**src/rtl/spi_cfg_regbank.sv**
```systemverilog
// Addressed SPI configuration register bank with shadow storage.
// Writes commit atomically on frame end; registers can be read back.
module spi_cfg_regbank #(
  parameter int NREG = 8,
  parameter logic [NREG*8-1:0] RESET_VAL = '0,
  parameter int SYNC_STAGES = 2
) (
  input  logic              clk,
  input  logic              rst_n,
  input  logic              spi_sck,
  input  logic              spi_csn,
  input  logic              spi_mosi,
  output logic              spi_miso,
  output logic [NREG*8-1:0] cfg_out,
  output logic              cfg_update,
  output logic              frame_err
);

  localparam int AW = (NREG > 1) ? $clog2(NREG) : 1;
  localparam logic [7:0] NREG8 = 8'(NREG);

  typedef enum logic [1:0] {
    IDLE,
    CMD,
    DATA
  } state_t;

  state_t state, state_nx;

  logic [SYNC_STAGES-1:0] sck_s;
  logic [SYNC_STAGES-1:0] csn_s;
  logic [SYNC_STAGES-1:0] mosi_s;
  logic sck_d, csn_d;
  logic sck_rise, sck_fall;
  logic csn_rise, csn_fall;
  logic mosi_q;

  logic [2:0]        bcnt;
  logic [6:0]        shreg;
  logic              wr;
  logic [6:0]        addr;
  logic              ld_pend;
  logic [7:0]        miso_sr;
  logic [NREG*8-1:0] shadow;
  logic [NREG-1:0]   dirty;

  logic [7:0]        shift_nx;
  logic              in_range;
  logic [7:0]        rd_byte;
  logic [NREG*8-1:0] mask;

  // csn chain resets low so a CSn held low across reset is not a new frame
  always_ff @(posedge clk or negedge rst_n) begin
    if (!rst_n) begin
      sck_s    <= '0;
      csn_s    <= '0;
      mosi_s   <= '0;
      sck_d    <= 1'b0;
      csn_d    <= 1'b0;
      sck_rise <= 1'b0;
      sck_fall <= 1'b0;
      csn_rise <= 1'b0;
      csn_fall <= 1'b0;
      mosi_q   <= 1'b0;
    end else begin
      sck_s    <= {sck_s[SYNC_STAGES-2:0], spi_sck};
      csn_s    <= {csn_s[SYNC_STAGES-2:0], spi_csn};
      mosi_s   <= {mosi_s[SYNC_STAGES-2:0], spi_mosi};
      sck_d    <= sck_s[SYNC_STAGES-1];
      csn_d    <= csn_s[SYNC_STAGES-1];
      sck_rise <= sck_s[SYNC_STAGES-1] & ~sck_d;
      sck_fall <= ~sck_s[SYNC_STAGES-1] & sck_d;
      csn_rise <= csn_s[SYNC_STAGES-1] & ~csn_d;
      csn_fall <= ~csn_s[SYNC_STAGES-1] & csn_d;
      mosi_q   <= mosi_s[SYNC_STAGES-1];
    end
  end

  always_comb begin
    shift_nx = {shreg, mosi_q};
    in_range = ({1'b0, addr} < NREG8);
    rd_byte  = 8'h00;
    if (in_range)
      rd_byte = cfg_out[{addr[AW-1:0], 3'b000} +: 8];
    mask = '0;
    for (int k = 0; k < NREG; k++)
      mask[8*k +: 8] = {8{dirty[k]}};
  end

  always_ff @(posedge clk or negedge rst_n) begin
    if (!rst_n)
      state <= IDLE;
    else
      state <= state_nx;
  end

  always_comb begin
    state_nx = state;
    unique case (1'b1)
      csn_fall: state_nx = CMD;
      csn_rise: state_nx = IDLE;
      default: begin
        if (state == CMD && sck_rise && bcnt == 3'd7)
          state_nx = DATA;
      end
    endcase
  end

  always_ff @(posedge clk or negedge rst_n) begin
    if (!rst_n) begin
      bcnt       <= '0;
      shreg      <= '0;
      wr         <= 1'b0;
      addr       <= '0;
      ld_pend    <= 1'b0;
      miso_sr    <= '0;
      shadow     <= RESET_VAL;
      dirty      <= '0;
      cfg_out    <= RESET_VAL;
      cfg_update <= 1'b0;
      frame_err  <= 1'b0;
    end else begin
      cfg_update <= 1'b0;
      frame_err  <= 1'b0;
      if (csn_fall) begin
        bcnt    <= '0;
        ld_pend <= 1'b0;
        miso_sr <= '0;
      end else if (csn_rise) begin
        bcnt    <= '0;
        ld_pend <= 1'b0;
        miso_sr <= '0;
        dirty   <= '0;
        if (bcnt == 3'd0) begin
          cfg_out    <= (cfg_out & ~mask) | (shadow & mask);
          cfg_update <= |dirty;
        end else begin
          frame_err <= 1'b1;
        end
      end else if (state != IDLE) begin
        if (sck_rise) begin
          shreg <= shift_nx[6:0];
          bcnt  <= bcnt + 3'd1;
          if (bcnt == 3'd7) begin
            if (state == CMD) begin
              wr      <= shift_nx[7];
              addr    <= shift_nx[6:0];
              ld_pend <= ~shift_nx[7];
            end else begin
              if (wr && in_range) begin
                shadow[{addr[AW-1:0], 3'b000} +: 8] <= shift_nx;
                dirty[addr[AW-1:0]] <= 1'b1;
              end
              addr    <= addr + 7'd1;
              ld_pend <= ~wr;
            end
          end
        end
        // read data moves on SCK fall so it is stable for the master's rise
        if (sck_fall && state == DATA && !wr) begin
          if (ld_pend) begin
            miso_sr <= rd_byte;
            ld_pend <= 1'b0;
          end else begin
            miso_sr <= {miso_sr[6:0], 1'b0};
          end
        end
      end
    end
  end

  assign spi_miso = miso_sr[7];

endmodule

```
**config.mk**
```make
export PLATFORM = sky130hd
export DESIGN_NAME = spi_cfg_regbank
export DESIGN_NICKNAME = d
export VERILOG_FILES = /design/src/rtl/spi_cfg_regbank.sv
export SDC_FILE = /design/constraint.sdc
export NUM_CORES = 1
export LEC_CHECK = 0
export BUFFER_PORTS_ARGS = -buffer_cell sky130_fd_sc_hd__buf_2
export CORE_ASPECT_RATIO = 1.4
export CORE_UTILIZATION = 25
export DETAILED_ROUTE_END_ITERATION = 10
export PLACE_DENSITY = 0.37
export SLEW_MARGIN = 0
export SYNTH_ARGS = -nofsm -noshare
export SYNTH_HDL_FRONTEND = slang
export SYNTH_SLANG_ARGS = --single-unit
```
**constraint.sdc**
```tcl
create_clock -name clk -period 3.4 [get_ports clk]
set_input_delay 0.17 -clock clk [delete_from_list [all_inputs] [get_ports clk]]
set_output_delay 0.17 -clock clk [all_outputs]
set_load 0.1 [all_outputs]
```
# Yosys cells after proc, flatten, opt, wreduce, memory -nomap -nowiden
# Cells that the tools add are included.
classes:
  bitwise_logic: 18
  order_cmp: 3
  shifts: 3
  n_reduce_logical: 26
  n_mux: 36
  eq_ne: 4
  n_addsub: 3
ops:
  columns: ["cell", "n"]
  rows:
  - ["64-bit bitwise AND", 2]
  - ["8-bit two-way mux", 12]
  - ["64-bit bitwise mux", 1]
  - ["64-bit inverter", 1]
  - ["64-bit bitwise OR", 1]
  - ["8-bit by 8-bit variable shift with 64-bit output (first input constant)", 1]
  - ["64-bit by 7-bit indexed part select with 8-bit output", 1]
  - ["8-bit by 8-bit indexed part select with 64-bit output", 1]
  - ["1-bit two-way mux", 15]
  - ["3-bit two-way mux", 4]
  - ["6-bit AND reduction", 2]
  - ["3-bit nonzero test", 4]
  - ["2-bit nonzero test", 5]
  - ["1-bit inverter", 9]
  - ["6-bit negator with 8-bit output", 1]
  - ["8-bit bitwise OR", 1]
  - ["8-bit OR reduction", 1]
  - ["7-bit by 1-bit adder with 7-bit output (second input constant)", 1]
  - ["7-bit by 4-bit less-than comparator with 1-bit output (second input constant)", 1]
  - ["7-bit two-way mux", 1]
  - ["7-bit AND reduction", 1]
  - ["1-bit logical AND", 6]
  - ["5-bit AND reduction", 1]
  - ["1-bit bitwise AND", 4]
  - ["15 further kinds", 16]
totals:
  word_cells: 115
  input_bits: 5
  ff_bits: 180
  output_inout_bits: 67

# Depth between registers and ports, before layout
# Gate-level depths: netlist (run 1).
logic_depth:
  ltp_word: 11
  depth_mapped: 10

# Worst setup path after synthesis (run 1)
# OpenSTA, ideal clock, no wires.
synth_timing:
  path_type: "register to register"
  from: "reg addr[0]"
  to: "reg shadow[24]"
  path_slack_ns: 0.364
  stages_incl_launch_ff: 10
  t_required_ns: 3.275
  arrival_ns: 2.911
  path_cell_list: "dfrtp_1 buf_2 clkbuf_1 inv_1 ha_1 ha_1 buf_1 nand4b_1 nor2_1 mux2_2"
synth_between:
  elab_chain_cells: 3
  word_cells_on_any_way: 7
synth_lines:
  columns: ["item", "line_no", "text"]
  rows:
  - ["start, declared", "41", "logic [6:0] addr;"]
  - ["start signal, assigned", "147", "addr <= shift_nx[6:0];"]
  - ["start signal, assigned", "154", "addr <= addr + 7'd1;"]
  - ["6-bit negator with 8-bit output or 7-bit by 4-bit less-than comparator with 1-bit output (tied branches)", "151, 81", null]
  - ["8-bit by 8-bit indexed part select with 64-bit output, or another cell as far along", "151", "shadow[{addr[AW-1:0], 3'b000} +: 8] <= shift_nx;"]
  - ["64-bit bitwise mux or 7-bit AND reduction (tied branches)", null, null]
  - ["end signal, assigned by index", "151", null]
  - ["end, declared", "44", "logic [NREG*8-1:0] shadow;"]
# Parallel ways exist; a longest one is shown, timed or not.
# A chain may end at the register's enable or synchronous reset.

# Worst setup path after layout (run 1)
layout_timing:
  from: "reg bcnt[0]"
  to: "reg shadow[41]"
layout_between:
  elab_chain_cells: 2
layout_lines:
  columns: ["item", "line_no", "text"]
  rows:
  - ["start, declared", "38", "logic [2:0] bcnt;"]
  - ["start signal, assigned", "143", "bcnt <= bcnt + 3'd1;"]
  - ["3-bit equality test", "144", "if (bcnt == 3'd7) begin"]
  - ["7-bit AND reduction (no line)", null, null]
# Every way passes these cells.

==> qor.txt, run 1 <==
outcome - finished, final reports clean
flop-to-flop setup slack - 0.78 ns
Static Leak - 4.51 nW
first-pass GRT wire length - 34200 um
ys async rst share - 100%
DRC Markers - 0
Final WS setup - 0.779 ns
H-tree depth - 4
Synth area leader - dfrtp_1
Tightest Pin Transition - 0.793 ns
placer congestion estimate - 0.802
Syn. warnings - 0
Seq/Total Area, Yosys - 58.9%
syn_nets - 553
hold crit path type - in -> async
Syn Area/Cell - 14.1 um2
Peak Freq - 382 MHz
Critical Path Start - bcnt[0]$_DFFE_PN0P_
period utilization - 77.1%
Area Growth Syn to Fin - 19.1%
pin count of the biggest net entering global routing - 74
vias in the first global route - 5254
Worst Clk Skew - 0.0220 ns
die area - 0.0313 mm2
share of layout cells above drive strength 1 - 43.2%
die height - 209 um
synth unique cells - 48
postcts setup bufs - 0
count leader, synth - dfrtp_1
GRT Util Overall - 15.2%
hpwl dp - 15000 um
Mapped Cells - 541
Max Slew Vio Count - 0
maximum VDD drop - 345 uV
final hold violations - 0
top cells by count, synth - 180 x dfrtp_1, 128 x mux2_2, 33 x nor2_1
Via density - 4.65
initial antenna violation count - 0
CP arrival - 2.95 ns
Core ar. - 0.0300 mm2
Startpoint Class - flip-flop
clock buffer depth - 2
TritonCTS buffer count - 17
Inserted Diodes - 0
num rows - 75
GRT overflow - 0
clock latency on the worst-skew pair - 0.46 ns
CP max FO - 8
DRT Wirelength - 21700 um
CP Capture Type - flip-flop
dpl ws - 0.781 ns
top post-synthesis cells by area - dfrtp_1 59%, mux2_2 19%, mux4_2 3.5%
initial DRC count - 276
wire length per cell - 21.3 um
PwrDens - 493 mW/mm2
Root Driver - clkbuf_16
I/O pins - 72
flops & latches, synth - 180
Relative slew margins - 46.9%
final setup fails - 0
Reg2Reg Launch Point - bcnt[0]$_DFFE_PN0P_
Starting Density - 25.5%
Final #Nets - 633
minimum clock period - 2.62 ns
Yosys top cell area share - 58.9%
Fin Setup TNS - 0 ns
port buffer count - 71
Mapped Area - 0.00764 mm2
required time of the critical path - 3.73 ns
RSZ-0062 raised after global routing - false
Die Wd - 150 um
CTS tree - done
DR pass1 iterations - 4
ys flop type - dfrtp_1
clk slew on worst S/H paths - 0.07 ns
Post-synth EDFFs - 0
max-cap check violation count - 0
Detail Route Antenna Nets - 0
Clock Sinks - 180
vias - 4740
critical path class - reg -> reg
Resize count post-CTS - 0
[report_power, final]
group	internal, mW	leakage (nW)	switching [mW]
logic	0.0542	1.75	0.0854
clock network	1.10	0.275	0.906
registers	2.18	2.48	0.168
[final cells by class]
class | instances | area [um2]
Tap cell | 385 | 482
Clock inverter | 15 | 170
Clock buffer | 17 | 425
Fill cell | 3033 | 20900
Inverter | 9 | 33.8
Timing Repair Buffer | 85 | 489
Sequential cell | 180 | 4510
Multi-Input combinational cell | 328 | 3000
[what timing repair did]
| action | in CTS | in global routing |
|---|---|---|
| hold buffers | 4 | 0 |
| hold endpoints to repair | 54 | 0 |
| endpoints found under the setup margin | 0 | 0 |
[stage by stage]
step	cell area [um2]	hold slack [ns]	util (%)	total power, mW	cells
detailed placement	8470	0.179	28.2	2.54	983
CTS	9100	0.280	30.3	4.59	1019
global placement	8470	0.176	28.2	2.54	983
floorplan	7640	-0.126	-	2.37	541
global route	9100	0.332	30.3	4.70	1019
finish	9100	0.259	30.3	4.49	1019
[metal layers]
layer	global-route usage (%)	part of all wire [%]
met5	0	0
met4	5.96	1.6
met3	2.60	3.0
met2	25.1	52
met1	19.5	44
[cell families (layout without fill, tap and decap cells)]
family / Yosys count / count (layout) / share of synthesized area (%)
AOI/OAI and AO/OA: 53 / 53 / 4.22
xor gates and xnor gates: 1 / 1 / 0.115
adders and majority gates: 7 / 7 / 1.15
buffers and inverters: 33 / 126 / 1.85
DFF: 180 / 180 / 58.9
muxes: 160 / 160 / 25.5
and+or+nand+nor: 107 / 107 / 8.22
[worst max-delay path, stage by stage, from the launching register on]
cell and delay [ns]:
dfrtp_1 0.37, ha_1 0.15, ha_1 0.25, nand4_1 0.29
or3_1 0.47, nor4_4 0.55, mux2_2 0.40
[cells in the final DEF (no fill, tap or decap), types with 2 or more instances in the layout]
master and n:
dfrtp_1 179, mux2_2 128, buf_2 70, nor2_1 33, a21oi_1 24, nand2_1 18
clkbuf_16 17, mux2i_1 12, mux4_2 12, and3_1 11, inv_1 9, buf_4 9
mux2_4 8, nor2b_1 7, ha_1 7, nor4_1 6, o21ai_0 6, nand3_1 5
o22ai_1 5, o32ai_1 5, clkinvlp_4 5, a31oi_1 4, inv_6 4, dlygate4sd3_1 4
nor4_4 3, nand4_1 3, clkinv_4 3, a21boi_0 2, nand4_2 2, o21a_1 2
or2_2 2, nand2b_1 2, nor3_1 2, a211oi_1 2, bufinv_16 2
[path summary, 6_finish.rpt]
path,end,cells past startpoint
worst max-delay path,shadow[41]$_DFFE_PN0P_,6
max in group asynchronous,asynchronous set/reset pin,3
worst min register to register,sck_s[1]$_DFF_PN0_,0
worst min-delay path,sck_d$_DFF_PN0_,2
min in group clk,sck_s[1]$_DFF_PN0_,0
worst max register to register,shadow[41]$_DFFE_PN0P_,6
No activity file was read; power rests on OpenSTA's default activity.
==> run 2: changes to the inputs <==
- clock period: 3.4 -> 2.7 ns (I/O delays scaled with it)
==> run 2 against run 1 <==
Effect of this change: clock skew decreased by 0.011 ns; critical path depth decreased by 2; routed wire length increased by 1.3%; via count increased by 0.65%; clock power increased by 35%; first-iteration DRC count decreased by 31%.
==> qor.txt, run 2 (synthesis gave the netlist of run 1 again) <==
vias - 4771 (+0.65%)
Worst Clk Skew - 0.0113 ns (-0.0108 ns)
Tightest Pin Transition - 0.676 ns (-0.117 ns)
hold slack - 0.265 ns (+0.00617 ns)
share of layout cells above drive strength 1 - 44.7% (+1.5 points)
Placement Cell Area - 0.00860 mm2 (+1.6%)
Tot Pwr - 5.84 mW (+30%)
post-layout instance area - 0.00928 mm2 (+2.0%)
RSZ-0062 raised after global routing - false
final hold violations - 0 (unchanged)
GRT overflow - 0 (unchanged)
Fin Setup TNS - 0 ns (unchanged)
Multi-input gate area - 0.00300 mm2 (about the same)
final setup fails - 0 (unchanged)
CP max FO - 8 (unchanged)
Static Leak - 4.62 nW (+2.6%)
critical path's slowest cell - or4_1
period utilization - 88.2% (+11 points)
Startpoint Class - flip-flop
CTS tree - done
wire length per cell - 21.2 um (-0.33%)
DRC Markers - 0 (unchanged)
Final WS setup - 0.319 ns (-0.460 ns)
register area - 0.00451 mm2 (unchanged)
Area Growth Syn to Fin - 21.4%
maximum VDD drop - 393 uV (+14%)
port buffer count - 71 (unchanged)
clock latency on the worst-skew pair - 0.44 ns (-0.02 ns)
fillers - 3025 (-0.26%)
postcts setup bufs - 0 (unchanged)
placer congestion estimate - 0.781 (-2.7%)
critical path class - reg -> reg
Util after Layout - 30.9% (+0.60 points)
PwrDens - 629 mW/mm2 (+28%)
Root Driver - clkbuf_16
# hold bufs at CTS - 4 (unchanged)
initial DRC count - 191 (-31%)
Peak Freq - 420 MHz (+10%)
placed cell count - 1000 (+1.7%)
non-filler cells, final - 1036 (+1.7%)
hpwl dp - 15700 um (+4.8%)
Via density - 4.61 (-1.0%)
Starting Density - 25.5% (unchanged)
Die Wd - 150 um (unchanged)
Crit path largest cell delay - 0.69 ns (+0.14 ns)
max-cap check violation count - 0 (unchanged)
Clock Sinks - 180 (unchanged)
Relative slew margins - 54.9% (+8.0 points)
GRT Util Overall - 15.0% (-0.14 points)
Inserted Diodes - 0 (unchanged)
CP Capture Type - flip-flop
Max Slew Vio Count - 0 (unchanged)
minimum clock period - 2.38 ns (-0.240 ns)
Resize count post-CTS - 0 (unchanged)
commonest non-fill, non-tap cell in the layout - dfrtp_1
hold crit path type - in -> async
Critical Path, Cell by Cell - or4_1, nor4_4, nand4_2, mux2_2
num rows - 75 (unchanged)
TritonCTS buffer count - 17 (unchanged)
die area - 0.0313 mm2 (unchanged)
Final #Nets - 650 (+2.7%)
clock buffer depth - 2 (unchanged)
required time of the critical path - 3.02 ns (-0.71 ns)
die height - 209 um (unchanged)
Core ar. - 0.0300 mm2 (unchanged)
DR pass1 iterations - 4 (unchanged)
I/O pins - 72 (unchanged)
outcome - finished, final reports clean
pin count of the biggest net entering global routing - 72 (-2.7%)
H-tree depth - 4 (unchanged)
first-pass GRT wire length - 33700 um (-1.4%)
CP arrival - 2.70 ns (-0.25 ns)
Detail Route Antenna Nets - 0 (unchanged)
most frequent cells in the layout - 179 x dfrtp_1, 128 x mux2_2, 70 x buf_2
DRT Wirelength - 22000 um (+1.3%)
dpl ws - 0.311 ns (-0.470 ns)
initial antenna violation count - 0 (unchanged)
clk slew on worst S/H paths - 0.06 ns (about the same)
vias in the first global route - 5206 (-0.91%)
[run 2: changes by cell type in the layout (fill, tap and decap cells not counted), sizes merged]
cell,delta
clkbuf,+5
bufinv,+2
buf,+16
clkinvlp,-3
inv,-3
[run 2: where the power goes]
group | total (mW) | switching [mW] | internal, mW | leakage, nW
clock network | 2.70 | 1.07 | 1.63 | 0.310
registers | 2.96 | 0.218 | 2.74 | 2.48
logic | 0.180 | 0.108 | 0.0718 | 1.83
[run 2: layout make-up]
type,count,area share [%]
well taps,385,5.19
clock buffers,21,5.07
flip-flops and latches,180,48.5
inverters,9,0.364
multi-input cells,328,32.3
repair buffers,102,6.67
clock inverters,11,1.85
[run 2: path summary, 6_finish.rpt]
check | slack [ns] | start | cells after the start | end
max | 0.32 | addr[4]$_DFFE_PN0P_ | 4 | shadow[35]$_DFFE_PN0P_
min in group clk | 0.34 | spi_csn | 2 | csn_s[0]$_DFF_PN0_
min | 0.27 | rst_n | 2 | sck_s[1]$_DFF_PN0_
max reg2reg | 0.32 | addr[4]$_DFFE_PN0P_ | 4 | shadow[35]$_DFFE_PN0P_
min reg2reg | 0.35 | sck_s[0]$_DFF_PN0_ | 0 | sck_s[1]$_DFF_PN0_
max in group asynchronous | 1.61 | rst_n | 3 | csn_s[1]$_DFF_PN0_
[run 2: worst max-delay path: cells and delay by family, from the launching register on]
| family | cells | cell delay (ns) |
|---|---|---|
| multiplexers | 1 | 0.40 |
| AND/OR/NAND/NOR | 3 | 1.44 |
| flip-flops | 1 | 0.42 |
[run 2: metal layers]
metal / part of all wire [%] / up-vias / global-route usage (%)
met5: 0 / - / 0
met4: 1.3 / 0 / 4.84
met3: 2.2 / 14 / 2.75
met2: 52 / 74 / 25.4
met1: 45 / 2529 / 19.2
li1: - / 2154 / -
==> run 3: changes to the inputs <==
- CORE_MARGIN: not set -> 4
==> run 3 against run 2 <==
Effect of this change: critical endpoint is now shadow[3]$_DFFE_PN0P_; via count increased by 0.52%; register-to-register slack got worse by 0.11 ns; core utilization decreased by 0.40 points; non-clock buffer count decreased by 2; final cell count decreased by 0.19%.
==> qor.txt, run 3 (synthesis gave the netlist of run 1 again) <==
DRT Wirelength - 22300 um (+1.3%)
Static Leak - 4.57 nW (-1.1%)
Fin Setup TNS - 0 ns (unchanged)
Final #Nets - 648 (-0.31%)
minimum clock period - 2.49 ns (+0.109 ns)
Relative slew margins - 46.9% (-8.0 points)
first-pass GRT wire length - 33900 um (+0.60%)
PwrDens - 597 mW/mm2 (-5.2%)
DR pass1 iterations - 6 (+2)
I/O pins - 72 (unchanged)
wire length per cell - 21.5 um (+1.5%)
most used cell, CP - ha_1
Crit path largest cell delay - 0.62 ns (-0.07 ns)
Util after Layout - 30.5% (-0.40 points)
Detail Route Antenna Nets - 0 (unchanged)
die area - 0.0335 mm2 (+7.0%)
Peak Freq - 402 MHz (-4.4%)
max-cap check violation count - 0 (unchanged)
Area Growth Syn to Fin - 19.9%
hpwl dp - 15600 um (-0.43%)
commonest non-fill, non-tap cell in the layout - dfrtp_1
die height - 215 um (+2.9%)
final setup fails - 0 (unchanged)
vias - 4796 (+0.52%)
period utilization - 92.2% (+4.0 points)
Worst Clk Skew - 0.0119 ns (+0.000600 ns)
critical path's slowest cell - or4_4
CP arrival - 2.82 ns (+0.12 ns)
most frequent cells in the layout - 179 x dfrtp_1, 128 x mux2_2, 70 x buf_2
final hold violations - 0 (unchanged)
Clock Sinks - 180 (unchanged)
port buffer count - 71 (unchanged)
share of layout cells above drive strength 1 - 44.5% (-0.17 points)
num rows - 75 (unchanged)
Buf+Inv Stages, Crit Path - 0 (unchanged)
hold crit path type - in -> async
Starting Density - 25.5% (unchanged)
DRC Markers - 0 (unchanged)
Die Wd - 156 um (+4.0%)
fillers - 3056 (+1.0%)
clock buffer depth - 2 (unchanged)
outcome - finished, final reports clean
Max Slew Vio Count - 0 (unchanged)
register area - 0.00451 mm2 (unchanged)
maximum VDD drop - 359 uV (-8.5%)
required time of the critical path - 3.03 ns (about the same)
Tightest Pin Transition - 0.796 ns (+0.120 ns)
dpl ws - 0.234 ns (-0.0767 ns)
Via density - 4.64 (+0.72%)
Tot Pwr - 5.47 mW (-6.4%)
clk slew on worst S/H paths - 0.06 ns (about the same)
pin count of the biggest net entering global routing - 91 (+26%)
H-tree depth - 4 (unchanged)
initial antenna violation count - 1 (+1)
vias in the first global route - 5130 (-1.5%)
CP Capture Type - flip-flop
RSZ-0062 raised after global routing - false
Startpoint Class - flip-flop
Core ar. - 0.0300 mm2 (unchanged)
Critical Path, Cell by Cell - ha_1, ha_1, nand4_1, or3_4, or4_4, mux2_4
Inserted Diodes - 0 (unchanged)
Top delay family on crit path - simple AND/OR/NAND/NOR gates
GRT overflow - 0 (unchanged)
critical path class - reg -> reg
Final WS setup - 0.210 ns (-0.109 ns)
Root Driver - clkbuf_16
TritonCTS buffer count - 17 (unchanged)
CP max FO - 8 (unchanged)
clock latency on the worst-skew pair - 0.45 ns (about the same)
placer congestion estimate - 0.813 (+4.1%)
initial DRC count - 273 (+43%)
Multi-input gate area - 0.00300 mm2 (unchanged)
GRT Util Overall - 13.8% (-1.2 points)
CTS tree - done
[run 3: changes by cell type in the layout (fill, tap and decap cells not counted), sizes merged]
cell / previous run / this run
bufinv: 4 / 0
clkbuf: 22 / 21
buf: 97 / 95
clkinv: 3 / 7
inv: 11 / 12
[run 3: what timing repair did]
item                                   4_1_cts  5_1_grt
setup buffers                                0        0
endpoints found under the hold margin       88        0
hold buffers                                 4        0
resized for setup                            0        0
[run 3: area by class of cell]
type | count | share of cell area [%]
Inverter | 9 | 0.369
Sequential cell | 180 | 49.2
Multi-Input combinational cell | 328 | 32.8
Tap cell | 385 | 5.26
Clock inverter | 12 | 0.874
Timing Repair Buffer | 100 | 6.59
Clock buffer | 20 | 4.98
[run 3: report_power, final]
group	switching, mW	internal [mW]	total (mW)	leakage (nW)
registers	0.221	2.74	2.96	2.48
clock network	1.10	1.22	2.32	0.267
logic	0.108	0.0728	0.180	1.83
total	1.43	4.04	5.47	4.57
[run 3: path summary, 6_finish.rpt]
kind / to / slack (ns) / from / cells after the start
min: sck_s[0]$_DFF_PN0_ / 0.31 / rst_n / 2
max in group asynchronous: asynchronous set/reset pin / 1.58 / rst_n / 3
max reg2reg: shadow[3]$_DFFE_PN0P_ / 0.21 / bcnt[0]$_DFFE_PN0P_ / 6
max: shadow[3]$_DFFE_PN0P_ / 0.21 / bcnt[0]$_DFFE_PN0P_ / 6
min reg2reg: mosi_s[1]$_DFF_PN0_ / 0.35 / mosi_s[0]$_DFF_PN0_ / 0
min in group clk: sck_s[0]$_DFF_PN0_ / 0.34 / spi_sck / 2
[run 3: metrics by stage]
stage,hold WS (ns),instance area [um2],cells
2_1_floorplan,-0.161,7650,541
5_1_grt,0.325,9160,1034
4_1_cts,0.311,9160,1034
3_3_place_gp,0.245,8590,998
6_report,0.309,9160,1034
3_5_place_dp,0.245,8590,998
[run 3: per-layer routing]
metal / part of all wire, % / GRT usage (%) / wire, um / vias up
met5: 0 / 0 / 0 / -
met4: 1.6 / 4.00 / 353 / 0
met3: 3.8 / 3.46 / 850 / 17
met2: 51 / 23.2 / 11400 / 96
met1: 43 / 17.6 / 9640 / 2528
li1: - / - / - / 2155
